## config.mk

```make
export PLATFORM = sky130hd
export DESIGN_NAME = soc_region_map
export DESIGN_NICKNAME = d
export VERILOG_FILES = /design/src/rtl/soc_region_pkg.sv /design/src/rtl/soc_region_prio_match.sv /design/src/rtl/soc_region_map.sv
export SDC_FILE = /design/constraint.sdc
export NUM_CORES = 2
export LEC_CHECK = 0
export CAP_MARGIN = 40
export CORE_MARGIN = 1.5
export CORE_UTILIZATION = 35
export CTS_CLUSTER_SIZE = 28
export DETAILED_ROUTE_END_ITERATION = 8
export GPL_TIMING_DRIVEN = 1
export PLACE_DENSITY = 0.58
export SLEW_MARGIN = 10
export SYNTH_ARGS = -nofsm -noshare
export SYNTH_HDL_FRONTEND = slang
export SYNTH_HIERARCHICAL = 1
export SYNTH_SLANG_ARGS = --single-unit
```

## constraint.sdc

```tcl
create_clock -name clk_i -period 23.6 [get_ports clk_i]
set_input_delay 2.36 -clock clk_i [delete_from_list [all_inputs] [get_ports clk_i]]
set_output_delay 2.36 -clock clk_i [all_outputs]
set_load 0.03 [all_outputs]
```

## src/rtl/soc_region_pkg.sv

```systemverilog
// Shared types and default SoC address map for the runtime region table.
// Attribute encoding is {idempotent, cached, exec}.
package soc_region_pkg;

   typedef struct packed {
      logic idempotent;
      logic cached;
      logic exec;
   } region_attr_t;

   localparam int unsigned RuleAddrWidth = 64;

   typedef struct packed {
      logic [RuleAddrWidth-1:0] base;
      logic [RuleAddrWidth-1:0] len;
      region_attr_t             attr;
      logic                     lock;
   } region_rule_t;

   localparam logic [63:0] DebugBase = 64'h0000_0000, DebugLen = 64'h0000_1000;
   localparam logic [63:0] RomBase   = 64'h0001_0000, RomLen   = 64'h0001_0000;
   localparam logic [63:0] ClintBase = 64'h0200_0000, ClintLen = 64'h000C_0000;
   localparam logic [63:0] PlicBase  = 64'h0C00_0000, PlicLen  = 64'h03FF_FFFF;
   localparam logic [63:0] UartBase  = 64'h1000_0000, UartLen  = 64'h0000_1000;
   localparam logic [63:0] SpiBase   = 64'h2000_0000, SpiLen   = 64'h0080_0000;
   localparam logic [63:0] EthBase   = 64'h3000_0000, EthLen   = 64'h0001_0000;
   localparam logic [63:0] GpioBase  = 64'h4000_0000, GpioLen  = 64'h0000_1000;
   localparam logic [63:0] DramBase  = 64'h8000_0000, DramLen  = 64'h4000_0000;

   localparam logic [2:0] DebugAttr = 3'b001;
   localparam logic [2:0] RomAttr   = 3'b011;
   localparam logic [2:0] DevAttr   = 3'b000;
   localparam logic [2:0] DramAttr  = 3'b111;

   // Rule i sits at slice [i*64 +: 64]; lower index has higher priority.
   localparam int unsigned SocNrRules = 9;
   localparam logic [SocNrRules*64-1:0] SocRstBase = {
      DramBase, GpioBase, EthBase, SpiBase, UartBase,
      PlicBase, ClintBase, RomBase, DebugBase};
   localparam logic [SocNrRules*64-1:0] SocRstLen = {
      DramLen, GpioLen, EthLen, SpiLen, UartLen,
      PlicLen, ClintLen, RomLen, DebugLen};
   localparam logic [SocNrRules*3-1:0] SocRstAttr = {
      DramAttr, DevAttr, DevAttr, DevAttr, DevAttr,
      DevAttr, DevAttr, RomAttr, DebugAttr};

endpackage

```

## src/rtl/soc_region_prio_match.sv

```systemverilog
// Combinational region compare with lowest-index-wins priority encoding.
// Outputs hit, winning index and its attributes (attributes zero on a miss).
module soc_region_prio_match
   import soc_region_pkg::*;
#(
   parameter int unsigned NrRules   = 9,
   parameter int unsigned AddrWidth = 64,
   parameter int unsigned IdxWidth  = 4
) (
   input  logic [AddrWidth-1:0]              addr,
   input  logic [NrRules-1:0][AddrWidth-1:0] base,
   input  logic [NrRules-1:0][AddrWidth-1:0] len,
   input  region_attr_t [NrRules-1:0]        attr,
   output logic                              hit,
   output logic [IdxWidth-1:0]               idx,
   output region_attr_t                      match_attr
);

   logic [NrRules-1:0] match;

   // Offset form avoids base+len overflow, so a region ending at 2^AddrWidth
   // still matches; a zero length can never satisfy offset < len.
   always_comb begin
      match = '0;
      for (int i = 0; i < NrRules; i++) begin
         match[i] = (addr >= base[i]) && ((addr - base[i]) < len[i]);
      end
   end

   always_comb begin
      hit        = 1'b0;
      idx        = '0;
      match_attr = '0;
      for (int i = 0; i < NrRules; i++) begin
         if (match[i] && !hit) begin
            hit        = 1'b1;
            idx        = IdxWidth'(i);
            match_attr = attr[i];
         end
      end
   end

endmodule

```

## src/rtl/soc_region_map.sv

```systemverilog
// Runtime-programmable SoC region table with a registered lookup port.
// Define SOC_REGION_MAP_LOCK_EN to implement per-rule write locks.
module soc_region_map
   import soc_region_pkg::*;
#(
   parameter int unsigned NrRules   = 9,
   parameter int unsigned AddrWidth = 64,
   parameter int unsigned IdxWidth  = (NrRules > 1) ? $clog2(NrRules) : 1,
   parameter logic [NrRules*AddrWidth-1:0] RstBase = '0,
   parameter logic [NrRules*AddrWidth-1:0] RstLen  = '0,
   parameter logic [NrRules*3-1:0]         RstAttr = '0
) (
   input  logic                 clk_i,
   input  logic                 rst_ni,
   input  logic                 cfg_we_i,
   input  logic [IdxWidth-1:0]  cfg_idx_i,
   input  logic [AddrWidth-1:0] cfg_base_i,
   input  logic [AddrWidth-1:0] cfg_len_i,
   input  logic [2:0]           cfg_attr_i,
   input  logic                 cfg_lock_i,
   output logic                 cfg_err_o,
   input  logic                 req_valid_i,
   output logic                 req_ready_o,
   input  logic [AddrWidth-1:0] req_addr_i,
   output logic                 resp_valid_o,
   input  logic                 resp_ready_i,
   output logic                 resp_hit_o,
   output logic [IdxWidth-1:0]  resp_idx_o,
   output logic [2:0]           resp_attr_o,
   output logic [15:0]          miss_cnt_o
);

   logic [NrRules-1:0][AddrWidth-1:0] base_q;
   logic [NrRules-1:0][AddrWidth-1:0] len_q;
   region_attr_t [NrRules-1:0]        attr_q;

   logic idx_in_range;
   logic idx_locked;
   logic wr_accept;
   logic req_fire;

   logic                match_hit;
   logic [IdxWidth-1:0] match_idx;
   region_attr_t        match_attr;

   assign idx_in_range = 32'(cfg_idx_i) < NrRules;

`ifdef SOC_REGION_MAP_LOCK_EN
   logic [NrRules-1:0] lock_q;

   assign idx_locked = idx_in_range && lock_q[cfg_idx_i];

   always_ff @(posedge clk_i) begin
      if (!rst_ni) begin
         lock_q <= '0;
      end else if (wr_accept && cfg_lock_i) begin
         lock_q[cfg_idx_i] <= 1'b1;
      end
   end
`else
   logic unused_cfg_lock;

   assign idx_locked      = 1'b0;
   assign unused_cfg_lock = cfg_lock_i;
`endif

   assign wr_accept = cfg_we_i && idx_in_range && !idx_locked;

   always_ff @(posedge clk_i) begin
      if (!rst_ni) begin
         for (int i = 0; i < NrRules; i++) begin
            base_q[i] <= RstBase[i*AddrWidth +: AddrWidth];
            len_q[i]  <= RstLen[i*AddrWidth +: AddrWidth];
            attr_q[i] <= region_attr_t'(RstAttr[i*3 +: 3]);
         end
      end else if (wr_accept) begin
         base_q[cfg_idx_i] <= cfg_base_i;
         len_q[cfg_idx_i]  <= cfg_len_i;
         attr_q[cfg_idx_i] <= region_attr_t'(cfg_attr_i);
      end
   end

   always_ff @(posedge clk_i) begin
      if (!rst_ni) begin
         cfg_err_o <= 1'b0;
      end else begin
         cfg_err_o <= cfg_we_i && !wr_accept;
      end
   end

   // Matching runs on the pre-write table, so a same-cycle write is not visible.
   soc_region_prio_match #(
      .NrRules   (NrRules),
      .AddrWidth (AddrWidth),
      .IdxWidth  (IdxWidth)
   ) u_prio_match (
      .addr       (req_addr_i),
      .base       (base_q),
      .len        (len_q),
      .attr       (attr_q),
      .hit        (match_hit),
      .idx        (match_idx),
      .match_attr (match_attr)
   );

   assign req_ready_o = !resp_valid_o || resp_ready_i;
   assign req_fire    = req_valid_i && req_ready_o;

   always_ff @(posedge clk_i) begin
      if (!rst_ni) begin
         resp_valid_o <= 1'b0;
         resp_hit_o   <= 1'b0;
         resp_idx_o   <= '0;
         resp_attr_o  <= '0;
         miss_cnt_o   <= '0;
      end else begin
         if (req_fire) begin
            resp_valid_o <= 1'b1;
            resp_hit_o   <= match_hit;
            resp_idx_o   <= match_idx;
            resp_attr_o  <= match_attr;
            if (!match_hit && (miss_cnt_o != 16'hFFFF)) begin
               miss_cnt_o <= miss_cnt_o + 16'd1;
            end
         end else if (resp_ready_i) begin
            resp_valid_o <= 1'b0;
         end
      end
   end

endmodule

```

# --- After elaboration in Yosys (flattened, before gate mapping) ---
# Cells that the tools add are included.
op_classes:
  reduce_logical: 36
  mux: 35
  n_addsub: 10
  eq_ne: 1
  order_cmp: 21
ops:
  columns: ["op", "count"]
  rows:
  - ["$bwmux W576", 2]
  - ["$ge A64 B64 Y1", 9]
  - ["$lt A64 B64 Y1", 9]
  - ["$sub A64 B64 Y64", 9]
  - ["$demux W64 S4", 1]
  - ["$mux W64", 1]
  - ["$mux W3", 14]
  - ["$bwmux W27", 1]
  - ["$logic_and A1 B1 Y1", 22]
  - ["$add A16 B1 Y16 const B", 1]
  - ["$ne A16 B16 Y1 const B", 1]
  - ["$demux W3 S4", 1]
  - ["$mux W1", 12]
  - ["$logic_not A1 Y1", 11]
  - ["$lt A4 B5 Y1 const B", 1]
  - ["$ge A4 B1 Y1 const B", 1]
  - ["$lt A4 B4 Y1 const B", 1]
  - ["$mux W2", 2]
  - ["$mux W4", 1]
  - ["$reduce_and A2 Y1", 1]
  - ["$reduce_bool A2 Y1", 1]
  - ["$logic_or A1 B1 Y1", 1]
word_totals:
  regBits: 1205
  in_bits: 205
  wordCells: 154
  output_inout_bits: 27

# --- Longest topological paths before layout ---
logic_depth:
  word_depth: 31
  ltp_mapped: 33
  depth_no_buf: 33

# --- Hierarchy ---
# The synthesis kept the hierarchy.
modules_own_cells:
  columns: ["module", "area_per_inst_um2", "instances", "cells_per_inst"]
  rows:
  - ["soc_region_prio_match", 46893.7, 1, 6888]
  - ["soc_region_map", 42249.3, 1, 5413]

# --- Worst setup path after synthesis ---
# No wires, ideal clock.
synth_path:
  path_kind: "input-to-reg"
  startpoint: "input port req_addr_i[0]"
  endpoint: "register miss_cnt_o[9]"
  t_arrival_ns: 9.268
  t_required_ns: 23.528
  setup_time_ns: 0.072
  path_buffers: 0
  cell_stages: 32
  path_slack_ns: 14.260
  cell_sequence: "inv_1 -> ha_1 -> inv_1 -> fa_1 -> a21o_1 -> a21oi_2 -> o221ai_2 -> a311o_1 -> a211oi_2 -> o31ai_1 -> and3_1 -> o21bai_1 -> a21oi_1 -> o31ai_1 -> o21ai_0 -> a211oi_1 -> nor2_1 -> ha_1 -> nand4_1 -> nor2_1 -> nand3_1 -> or4_1 -> or3_1 -> or4_1 -> o211a_1 -> a2111oi_4 -> o21a_1 -> nand3b_1 -> and2b_2 -> nand4_1 -> a2111oi_0 -> mux2i_1"
synth_via:
  elab_chain_len: 31
  elab_cells_between_ends: 64
  cone_classes: "9 x add/sub; 18 x order compare; 9 x mux; 28 x reduce/logical"
synth_rtl:
  columns: ["item", "line", "rtl"]
  rows:
  - ["from (decl)", "soc_region_map.sv:24", "input logic [AddrWidth-1:0] req_addr_i,"]
  - ["$sub A64 B64 Y64", "soc_region_prio_match.sv:26", "match[i] = (addr >= base[i]) && ((addr - base[i]) < len[i]);"]
  - ["$lt A64 B64 Y1", "soc_region_prio_match.sv:26", null]
  - ["$logic_and A1 B1 Y1", "soc_region_prio_match.sv:26", null]
  - ["$mux W1", "soc_region_prio_match.sv:35", "if (match[i] && !hit) begin"]
  - ["$logic_not A1 Y1", "soc_region_prio_match.sv:35", null]
  - ["$logic_and A1 B1 Y1", "soc_region_prio_match.sv:35", null]
  - ["$mux W1", "soc_region_prio_match.sv:35", null]
  - ["$logic_not A1 Y1", "soc_region_prio_match.sv:35", null]
  - ["(+16 left out)", null, null]
  - ["$mux W1", "soc_region_prio_match.sv:35", null]
  - ["$logic_not A1 Y1", "soc_region_prio_match.sv:35", null]
  - ["$logic_and A1 B1 Y1", "soc_region_prio_match.sv:35", null]
  - ["$mux W1 *", "soc_region_prio_match.sv:35", null]
  - ["via match_hit", "soc_region_map.sv:42", "logic match_hit;"]
  - ["$logic_not A1 Y1 *", "soc_region_map.sv:122", "if (!match_hit && (miss_cnt_o != 16'hFFFF)) begin"]
  - ["$logic_and A1 B1 Y1 *", "soc_region_map.sv:122", null]
  - ["$reduce_and A2 Y1 (no source line) *", null, null]
  - ["to (signal assigned)", "soc_region_map.sv:123", "miss_cnt_o <= miss_cnt_o + 16'd1;"]
  - ["to (decl)", "soc_region_map.sv:30", "output logic [15:0] miss_cnt_o"]
# Mark *: on every way through the listed nets, which the timed path passes. The rest lies on a longest branch.
# A chain may end at the register's enable or synchronous reset.

# --- Final worst setup path ---
layout_path:
  startpoint: "input port req_addr_i[1]"
  endpoint: "register miss_cnt_o[9]"
# The elaborated chain is that of the path after synthesis.

==> run metrics <==
status=finished clean; Root Driver=clkbuf_16; CP required=24370 ps; die area=258000 um^2; Hold WC Path Type=flip-flop to flip-flop; Initial Utilization=35.1%; final setup TNS=0 ps; Finished Cell Area=between 100000 and 150000 um^2; vias per cell=5.36; first-pass GRT wire length=497000 um; relative slew slack=between 20% and 30%; Placer Congestion=approximately 0.96; clock sink count=approximately 1200; Sequential cell area=between 20000 and 25000 um^2; post-route clock period utilization=a little over half; share of cells above drive strength 1=roughly 4.8%; core area=between 200000 and 300000 um^2; leakage power=roughly 37 nW; Worst path max stage delay=about 750 ps; post-DP HPWL=roughly 250000 um; clk slew on worst S/H paths=60 ps; share of the synthesized area in the top cell type=~27%; ys async rst share=0%; Die Wd=about 510 um; cts hold-fix bufs=0; vias in the first global route=between 70000 and 80000; clock latency on the worst-skew pair=around 850 ps; total power=6.12 mW; antenna-violating nets left=0; Crit-path slowest cell=nor4_1; Slew @ Worst Pin=around 1100 ps; grt met3 use=approximately 3.3%; placed cell count=around 16000; Post-Route WL=~340000 um; WL per Instance=21.4 um; Achievable Freq=between 70 and 80 MHz; Worst VDD drop=approximately 0.074 mV; synth cell count leaders=2772 x nand2_1, 1915 x a21oi_1, 1314 x inv_1; Critical R2R Launch=base_q[131]; number of H-tree levels=4; syn_nets=between 10000 and 15000; # DRC=0; worst endpoint data arrival time=13660 ps; total gr overflow=0; leading area contributor after synthesis=dfxtp_1; Buffers on Ports=230; area of the multi-input gates=57400 um^2; postcts setup bufs=0; nets=~14000; # fillers=about 27000; Resized Gates After CTS=0; Global Route met1 Usage=between 30% and 40%; initial antenna violation count=37; vias=84812; largest net degree at the start of global routing=between 100 and 150; min cycle time layout=~13000 ps; Primary FF master, synth=dfxtp_1; cells after synthesis=~12000; CP Max Fanout=18; Avg Inst Size Synth=7.25 um^2; die span in y=around 510 um; Critical Path End Type=flip-flop; count leader, synth=nand2_1; gr usage total=about 25%; #FFs+latches synth=1205; sequential share of the synthesized area=between 20% and 30%; final hold vios=0; Post-synth EDFFs=0; CP Launch Type=primary input; final std cells w/o fill=around 16000; P&R area growth vs syn=13.4%; synthesized area=around 89000 um^2; maxcap violations=0; Pwr per Cell Area=between 60 and 70 nW/um^2; Syn. warnings=6; CP startpoint=req_addr_i[1]; DR pass1 iterations=8; Setup Viol. Count Final=0; DRT iter0 DRCs=~7800; Final Skew=roughly 37 ps; RSZ-0062 raised after global routing=no; Clock Path Buffers=3; number of library cell types mapped by synthesis=107; CTS buffer count=roughly 150; fin. max-slew vios=0; M2 GR Usage=40.0%; FP Rows=185; critical path class=primary input to flip-flop; worst hold start=base_q[474]; GRT busiest layer=met2; CTS tree=done; IO Pins=between 200 and 250; most area-consuming cells after synthesis=dfxtp_1 27%, ha_1 16%, nand2_1 12%; DP Area=~95000 um^2
## critical path: cells and delay by family
kind            cells  cell delay [ps]
buf+inv             5             1530
fa+ha+maj           2              620
xor+xnor            1               90
mux                 1              230
simple gates        9             3070
compound gates     17             5710
## kinds of logic after synthesis
family	share of synthesized area, %
adders and majority gates	16.3
buffers and inverters	8.71
AOI/OAI and AO/OA	23.3
muxes	0.124
xor gates and xnor gates	5.16
DFF	27.1
and+or+nand+nor	19.4
## power breakdown
group,switching [mW],internal (mW),leakage [nW]
clock network,1.04,1.59,2.71
registers,0.0139,2.06,9.73
logic,0.871,0.547,24.1
total,1.92,4.20,36.6
## per-stage QoR
stage	utilization [%]	hold WS (ps)	setup WS [ps]
floorplan	-	432	14260
global placement	37.1	442	9680
detailed placement	37.6	445	10150
CTS	39.8	453	10990
global route	39.8	464	10520
finish	39.8	451	10710
## final cells by class
| type | instances | area share, % |
|---|---|---|
| clock inverter | 72 | 1.17 |
| timing repair buffer | 472 | 4.82 |
| sequential | 1205 | 23.9 |
| inverter | 1315 | 4.89 |
| multi-input combinational | 9168 | 56.8 |
| tap | 3366 | 4.17 |
| antenna | 10 | 0.0248 |
| clock buffer | 205 | 4.31 |
## registers in the layout (all words and copies together) (netlist names)
signal and cells:
len_q 576, miss_cnt_o 16, resp_hit_o 1, base_q 576
attr_q 27, resp_attr_o 3, cfg_err_o 1, resp_valid_o 1
resp_idx_o 4
## final timing paths
check	cells after the start	endpoint	slack (ps)
worst max-delay path	35	miss_cnt_o[9]	10710
worst max register to register	34	miss_cnt_o[9]	12670
worst min-delay path	2	base_q[474]	450
worst min register to register	2	base_q[474]	450
## metal layers
metal  up-vias  wire length [um]
li1      41663                 -
met1     39900            155000
met2      2737            148000
met3       494             23100
met4        18             11800
met5         -               109
## cells in the final DEF, fill, tap and decap left out, types with 230 or more instances in the layout
cell | Yosys | layout
nand2_1 | 2772 | 2770
a21oi_1 | 1915 | 1915
inv_1 | 1314 | 1314
dfxtp_1 | 1205 | 1205
ha_1 | 1144 | 1144
a21o_1 | 514 | 514
xnor2_1 | 345 | 345
o21ai_0 | 329 | 329
nor2_1 | 317 | 317
clkdlybuf4s50_1 | 0 | 230
Note: power is estimated with default switching activity, not from simulation.
